**src/rtl/assoc_search_ctrl_if.sv**
```systemverilog
// Bundle for assoc_search_ctrl: host request/result, memory read port and comparator hookup.
// slave = the search controller, master = the host/memory/comparator side.
interface assoc_search_ctrl_if #(
    parameter int DATA_W = 8,
    parameter int ADDR_W = 4
);
    logic              start;
    logic [DATA_W-1:0] key;
    logic              busy;
    logic              done;
    logic              found;
    logic [ADDR_W-1:0] match_addr;
    logic [ADDR_W-1:0] mem_addr;
    logic              mem_rd_en;
    logic [DATA_W-1:0] mem_rdata;
    logic [DATA_W-1:0] cmp_key;
    logic              cmp_enable;
    logic              cmp_found;

    modport slave (
        input  start, key, mem_rdata, cmp_found,
        output busy, done, found, match_addr, mem_addr, mem_rd_en, cmp_key, cmp_enable
    );

    modport master (
        output start, key, mem_rdata, cmp_found,
        input  busy, done, found, match_addr, mem_addr, mem_rd_en, cmp_key, cmp_enable
    );
endinterface

```
**src/rtl/assoc_search_ctrl.sv**
```systemverilog
// Associative search sequencer: walks all DEPTH entries, stops at first comparator hit (LFSR_ADDR_SEQ_EN selects LFSR visit order).
// Latency: hit at visit k -> done in cycle 3+k after start; miss -> done in cycle DEPTH+2.
// Backpressure: none; start is ignored outside IDLE, one speculative read is discarded on a hit.
module assoc_search_ctrl #(
    parameter int DATA_W = 8,
    parameter int ADDR_W = 4
) (
    input logic                clk,
    input logic                rst_n,
    assoc_search_ctrl_if.slave bus
);
    localparam int DEPTH = 1 << ADDR_W;

    localparam logic [1:0] ST_IDLE = 2'd0;
    localparam logic [1:0] ST_SCAN = 2'd1;
    localparam logic [1:0] ST_DONE = 2'd2;

    localparam logic [ADDR_W-1:0] LAST_CNT = ADDR_W'(DEPTH - 1);

    logic [1:0]        state;
    logic [DATA_W-1:0] key_q;
    logic [ADDR_W-1:0] issue_addr;
    logic [ADDR_W-1:0] issue_cnt;
    logic              rd_en_q;
    logic              valid_q;
    logic [ADDR_W-1:0] addr_q;
    logic              found_q;
    logic [ADDR_W-1:0] match_q;
    logic [ADDR_W-1:0] addr_next;
    logic [ADDR_W-1:0] first_addr;

`ifdef LFSR_ADDR_SEQ_EN
    localparam logic [7:0] TAP_MASK = (ADDR_W == 3) ? 8'h06 :
                                      (ADDR_W == 4) ? 8'h0C :
                                      (ADDR_W == 5) ? 8'h14 :
                                      (ADDR_W == 6) ? 8'h30 :
                                      (ADDR_W == 7) ? 8'h60 : 8'hB8;
    localparam logic [ADDR_W-1:0] PENULT_CNT = ADDR_W'(DEPTH - 2);

    // The LFSR never reaches 0, so address 0 is forced in as the final visit.
    assign first_addr = ADDR_W'(1);
    assign addr_next  = (issue_cnt == PENULT_CNT) ? '0
                      : {issue_addr[ADDR_W-2:0], ^(issue_addr & TAP_MASK[ADDR_W-1:0])};
`else
    assign first_addr = '0;
    assign addr_next  = issue_addr + 1'b1;
`endif

    always_ff @(posedge clk or negedge rst_n) begin
        if (!rst_n) begin
            state      <= ST_IDLE;
            key_q      <= '0;
            issue_addr <= '0;
            issue_cnt  <= '0;
            rd_en_q    <= 1'b0;
            valid_q    <= 1'b0;
            addr_q     <= '0;
            found_q    <= 1'b0;
            match_q    <= '0;
        end else begin
            case (state)
                ST_IDLE: begin
                    valid_q <= 1'b0;
                    if (bus.start) begin
                        key_q      <= bus.key;
                        found_q    <= 1'b0;
                        match_q    <= '0;
                        issue_addr <= first_addr;
                        issue_cnt  <= '0;
                        rd_en_q    <= 1'b1;
                        state      <= ST_SCAN;
                    end
                end
                ST_SCAN: begin
                    valid_q <= rd_en_q;
                    addr_q  <= issue_addr;
                    if (valid_q && bus.cmp_found) begin
                        found_q <= 1'b1;
                        match_q <= addr_q;
                        rd_en_q <= 1'b0;
                        valid_q <= 1'b0;
                        state   <= ST_DONE;
                    end else if (valid_q && !rd_en_q) begin
                        // Last entry compared without a hit.
                        state <= ST_DONE;
                    end else if (rd_en_q) begin
                        if (issue_cnt == LAST_CNT) begin
                            rd_en_q <= 1'b0;
                        end else begin
                            issue_addr <= addr_next;
                            issue_cnt  <= issue_cnt + 1'b1;
                        end
                    end
                end
                ST_DONE: begin
                    valid_q <= 1'b0;
                    state   <= ST_IDLE;
                end
                default: begin
                    valid_q <= 1'b0;
                    rd_en_q <= 1'b0;
                    state   <= ST_IDLE;
                end
            endcase
        end
    end

    assign bus.busy       = (state == ST_SCAN);
    assign bus.done       = (state == ST_DONE);
    assign bus.found      = found_q;
    assign bus.match_addr = match_q;
    assign bus.mem_addr   = issue_addr;
    assign bus.mem_rd_en  = rd_en_q;
    assign bus.cmp_key    = key_q;
    assign bus.cmp_enable = valid_q;
endmodule

```
**src/flat_wrapper.sv**
```systemverilog
// flat-port wrapper written by rule: the top's interface ports become plain ports
module assoc_search_ctrl_flat 
#(
    parameter int DATA_W = 8,
    parameter int ADDR_W = 4
)
  (clk, rst_n, bus_start, bus_key, bus_mem_rdata, bus_cmp_found, bus_busy, bus_done, bus_found, bus_match_addr, bus_mem_addr, bus_mem_rd_en, bus_cmp_key, bus_cmp_enable);
  assoc_search_ctrl_if #(.DATA_W(DATA_W), .ADDR_W(ADDR_W)) bus_i ();
  input logic clk;
  input logic rst_n;
  input wire logic [$bits(bus_i.start)-1:0] bus_start;
  input wire logic [$bits(bus_i.key)-1:0] bus_key;
  input wire logic [$bits(bus_i.mem_rdata)-1:0] bus_mem_rdata;
  input wire logic [$bits(bus_i.cmp_found)-1:0] bus_cmp_found;
  output wire logic [$bits(bus_i.busy)-1:0] bus_busy;
  output wire logic [$bits(bus_i.done)-1:0] bus_done;
  output wire logic [$bits(bus_i.found)-1:0] bus_found;
  output wire logic [$bits(bus_i.match_addr)-1:0] bus_match_addr;
  output wire logic [$bits(bus_i.mem_addr)-1:0] bus_mem_addr;
  output wire logic [$bits(bus_i.mem_rd_en)-1:0] bus_mem_rd_en;
  output wire logic [$bits(bus_i.cmp_key)-1:0] bus_cmp_key;
  output wire logic [$bits(bus_i.cmp_enable)-1:0] bus_cmp_enable;
  assign bus_i.start = bus_start;
  assign bus_i.key = bus_key;
  assign bus_i.mem_rdata = bus_mem_rdata;
  assign bus_i.cmp_found = bus_cmp_found;
  assign bus_busy = bus_i.busy;
  assign bus_done = bus_i.done;
  assign bus_found = bus_i.found;
  assign bus_match_addr = bus_i.match_addr;
  assign bus_mem_addr = bus_i.mem_addr;
  assign bus_mem_rd_en = bus_i.mem_rd_en;
  assign bus_cmp_key = bus_i.cmp_key;
  assign bus_cmp_enable = bus_i.cmp_enable;
  assoc_search_ctrl #(.DATA_W(DATA_W), .ADDR_W(ADDR_W)) u_core (.clk(clk), .rst_n(rst_n), .bus(bus_i));
endmodule
```
**config.mk**
```make
export PLATFORM = sky130hd
export DESIGN_NAME = assoc_search_ctrl_flat
export DESIGN_NICKNAME = d
export VERILOG_FILES = /design/src/rtl/assoc_search_ctrl_if.sv /design/src/rtl/assoc_search_ctrl.sv /design/src/flat_wrapper.sv
export SDC_FILE = /design/constraint.sdc
export NUM_CORES = 1
export LEC_CHECK = 0
export CORE_MARGIN = 2
export CORE_UTILIZATION = 50
export CTS_BUF_LIST = sky130_fd_sc_hd__clkbuf_8
export DETAILED_ROUTE_END_ITERATION = 16
export PLACE_DENSITY = 0.95
export SYNTH_ARGS = -nofsm -noshare
export SYNTH_HDL_FRONTEND = slang
export SYNTH_SLANG_ARGS = --single-unit
```
**constraint.sdc**
```tcl
create_clock -name clk -period 3.1 [get_ports clk]
set_clock_uncertainty 0.1 [all_clocks]
set_input_delay 0.31 -clock clk [delete_from_list [all_inputs] [get_ports clk]]
set_output_delay 0.31 -clock clk [all_outputs]
set_load 0.005 [all_outputs]
```
# Yosys cells after proc, flatten, opt, wreduce, memory -nomap -nowiden
# Index checks and enable logic that the tools add are counted.
# W data, S select, Z words.
[word_totals]
regBits = 29
in_bits = 20
[op_classes]
addsub = 2
eq_ne = 11
mux = 28
bitwise_logic = 1
reduce_logical = 10
[op_table]
columns = ["op", "n"]
rows = [
  ["$mux W4", 10],
  ["$pmux W4 S2", 3],
  ["$mux W1", 9],
  ["$add A4 B1 Y4 const B", 2],
  ["$ne A2 B2 Y1 const B", 4],
  ["$mux W2", 3],
  ["$reduce_and A3 Y1", 2],
  ["$reduce_and A6 Y1", 1],
  ["$eq A4 B4 Y1 const B", 1],
  ["$ne A2 B1 Y1 const B", 2],
  ["$pmux W2 S2", 1],
  ["$reduce_and A2 Y1", 2],
  ["$ne A3 B1 Y1 const B", 1],
  ["$ne A3 B2 Y1 const B", 1],
  ["$pmux W1 S3", 1],
  ["$eq A2 B1 Y1 const B", 1],
  ["$eq A2 B2 Y1 const B", 1],
  ["$logic_and A1 B1 Y1", 2],
  ["$logic_not A2 Y1", 1],
  ["$pmux W1 S2", 1],
  ["$reduce_bool A2 Y1", 1],
  ["$logic_not A1 Y1", 1],
  ["$not A1 Y1", 1],
]

# Depth between registers and ports, before layout
[logic_depth]
word_depth = 6
ltp_mapped = 8
ltp_nobuf = 6

# Worst setup path after synthesis
# No wires, ideal clock.
[synth_timing]
path_type = "register to register"
startpoint = "reg u_core.state[0]"
endpoint = "reg u_core.key_q[0] (netlist: u_core.bus.cmp_key[0])"
t_arrival_ps = 1280
slack_ps = 1593
path_stages_with_launch = 4
n_path_buf = 1
synth_period_minus_slack_ps = 1507
cell_sequence = "dfrtp_1 nor3b_2 buf_4 mux2_1"
[synth_via]
elab_chain_len = 2
[synth_lines]
columns = ["item", "line", "rtl"]
rows = [
  ["start, declared", "assoc_search_ctrl.sv:20", "logic [1:0] state;"],
  ["start signal, assigned", "assoc_search_ctrl.sv:51", "state <= ST_IDLE;"],
  ["start signal, assigned", "assoc_search_ctrl.sv:71", "state <= ST_SCAN;"],
  ["start signal, assigned", "assoc_search_ctrl.sv:82", "state <= ST_DONE;"],
  ["$logic_not A2 Y1", "assoc_search_ctrl.sv:61", "case (state)"],
  ["$reduce_and A2 Y1 (no source line)", "-", ""],
  ["end signal, assigned", "assoc_search_ctrl.sv:65", "key_q <= bus.key;"],
  ["end, declared", "assoc_search_ctrl.sv:21", "logic [DATA_W-1:0] key_q;"],
]
# No other way between the ends.
# A chain may end at the register's enable or synchronous reset.

# Final worst setup path
[layout_timing]
startpoint = "reg u_core.state[1]"
endpoint = "out bus_busy"
[layout_via]
elab_chain_len = 1
[layout_lines]
columns = ["item", "line", "rtl"]
rows = [
  ["$eq A2 B1 Y1", "assoc_search_ctrl.sv:108", "assign bus.busy = (state == ST_SCAN);"],
  ["end, declared", "flat_wrapper.sv:15", "output wire logic [$bits(bus_i.busy)-1:0] bus_busy;"],
]
# No other way between the ends.

==> impl_metrics.toml <==
[global_route]
grt_pass1_wl_um = 4170
antenna_found_initial = 0
grt_overflow = 0
grt.total_usage_pct = 21.3
grt_pass1_vias = 902
grt_max_degree = 30

[clocking]
clkTransAtPathRegs_ns = 0.06
cts_hold_buffers = 0
clockBufferDepth = 2
htree_levels = 2
cts_buffers = 5
root_buffer = "clkbuf_8"
cts_setup_buffers = 0
cts_tree = "yes"
cts_resized = 0
worstSkewPairLatency_ns = 0.28
cts_sinks = 29

[sta]
min_period_ns = 2.21
rsz0062_at_grt = "false"
hold_viol_final = 0
fin_tns_setup_ns = 0
post-route-period-util_pct = 71.3
drv_slew = 0
setup_ws_ns = 0.889
fmax_ghz = 0.452
worst_slew_pin_slew_ns = 0.465
report.final.setup_viol = 0
slew-limit-headroom_pct = 69.0

[placement]
gp_congestion = 0.751
dp_slack_ns = 1.19
dp.final_hpwl_um = 1840
port_buffers = 32
post_dp_cell_area_sq_um = 1580

[synthesis]
synth_area_per_cell_sq_um = 11.7
syn_inst = 107
syn-num-nets = 129
synth_seq_cells = 29
synth-seq-area-share_pct = 58.1
async_reset_ff_share_pct = 100
synthesis.area_sq_um = 1250
synth.distinct_cells = 28
synth_ff_type = "dfrtp_1"
yosysWarnings = 0
synth-edff-count = 0

[floorplan]
die_w_um = 54
core_area_sq_um = 2430
initial_core_util_pct = 51.4
dieArea_sq_um = 2920
io_pins = 41
die_h_um = 54
row_count = 18

[critical_path]
r2r_end = "u_core.bus.mem_addr[3]"
r2r_start = "u_core.state[1]"
path_class = "reg -> out"
required_ns = 2.69
start_kind = "register"
endpoint_kind = "output port"
path_max_fanout = 12
arrival_ns = 1.80
reg2reg_slack_ns = 1.32
worstRegToRegCells = 4

[power]
seqPwrFrac_pct = 39.9
vdd_drop_max_v = 0.000601
share_comb_of_total_power_pct = 38.5
p_clk_share_pct = 21.6
power_switching_mw = 0.538
p_sw_share_pct = 34.0
p_int_mw = 1.04
p_leak_nw = 0.758
p_per_area_nw_per_um2 = 939

[route]
drt_first_pass_iters = 4
wire_per_inst_um = 14.8
ant_nets = 0
viasPerCell = 5.40
drc = 0
drt_iter0_markers = 12
vias = 951
wirelength_um = 2610

[min_path]
hp-class = "in -> async"

[final_layout]
fin_area_sq_um = 1690
layout.nets = 167
drive_gt1_share_pct = 13.0
post-route-util_pct = 69.3
area_growth_pct = 34.8
antenna_cells = 0

[status]
status = "finished clean"

[run]
max_cap_violations = 0
-- cell families (layout without fill, tap and decap cells) --
group,Yosys count,in the layout,synth area share (%)
buffers and inverters,9,48,5.41
flip-flops,29,29,58.1
AO/OA/AOI/OAI,22,22,12.3
adder cells (fa/ha/maj),2,2,2.00
multiplexers,8,8,7.21
AND/OR/NAND/NOR,37,37,15.0
-- critical path, stage by stage (launching register included) --
cell             delay (ns)
dfrtp_1                0.40
nand2b_1               0.36
inv_6                  0.22
clkdlybuf4s50_1        0.53
-- flip-flops by register name, summed over array words and instances (netlist names) --
register / count
u_core.bus.cmp_enable: 1
u_core.bus.match_addr: 4
u_core.state: 2
u_core.bus.found: 1
u_core.bus.mem_rd_en: 1
u_core.issue_cnt: 4
u_core.bus.mem_addr: 4
u_core.bus.cmp_key: 8
u_core.addr_q: 4
-- cells in the mapped netlist (2+ instances only) --
| cell | count | area (sq um) |
|---|---|---|
| nor2_1 | 6 | 22.5 |
| o21ai_0 | 4 | 20.0 |
| mux2_2 | 2 | 22.5 |
| mux2_1 | 6 | 67.6 |
| ha_1 | 2 | 25.0 |
| inv_1 | 4 | 15.0 |
| o21ai_1 | 5 | 25.0 |
| nand3_1 | 3 | 15.0 |
| a22o_1 | 6 | 52.6 |
| nand3b_1 | 2 | 15.0 |
| nand2_1 | 20 | 75.1 |
| o22ai_1 | 3 | 18.8 |
| dfrtp_1 | 29 | 726 |
-- stage by stage --
| stage | std cells | power, mW | hold slack (ns) |
|---|---|---|---|
| global placement | 168 | 1.21 | 0.362 |
| detailed placement | 168 | 1.25 | 0.371 |
| global route | 176 | 1.68 | 0.348 |
| floorplan | 107 | 0.987 | -0.0856 |
| finish | 176 | 1.58 | 0.306 |
| CTS | 176 | 1.59 | 0.313 |
-- metal layers --
layer	GRT usage, %	vias up	share of wire [%]
met4	12.5	0	2.7
li1	-	449	-
met5	0	-	0
met1	23.7	471	40
met2	35.2	26	53
met3	7.50	5	4.4
-- worst max-delay path by stage --
| stage | from | end | slack, ns | depth (start not counted) |
|---|---|---|---|---|
| 2_1_floorplan | u_core.state[0] | u_core.bus.cmp_key[0] | 1.59 | 3 |
| 3_3_place_gp | u_core.state[1] | bus_busy | 1.20 | 3 |
| 3_5_place_dp | u_core.state[1] | bus_busy | 1.19 | 3 |
| 4_1_cts | u_core.state[1] | bus_busy | 0.88 | 3 |
| 5_1_grt | u_core.state[1] | bus_busy | 0.79 | 3 |
| 6_report | u_core.state[1] | bus_busy | 0.89 | 3 |
-- cell usage in the layout (no fill, tap or decap), types with 3 or more instances in the layout --
master	n
o21ai_1	5
inv_1	4
dfrtp_1	29
mux2_1	6
clkdlybuf4s50_1	32
nand2_1	20
o22ai_1	3
o21ai_0	4
nor2_1	6
a22o_1	6
nand3_1	3
clkbuf_8	7
-- power by group through the flow --
stage	combinational, mW	clock, mW	sequential [mW]
finish	0.609	0.342	0.631
global route	0.673	0.359	0.647
CTS	0.616	0.347	0.632
detailed placement	0.612	0	0.637
global placement	0.586	0	0.621
floorplan	0.364	0	0.623
-- area by class of cell --
type | instances | area [sq um]
flip-flops and latches | 29 | 726
clock inverters | 1 | 5.00
repair buffers | 34 | 335
well taps | 30 | 37.5
fillers | 164 | 747
clock buffers | 7 | 96.3
multi-input cells | 69 | 457
inverters | 6 | 28.8
Note: power is estimated with default switching activity, not from simulation.
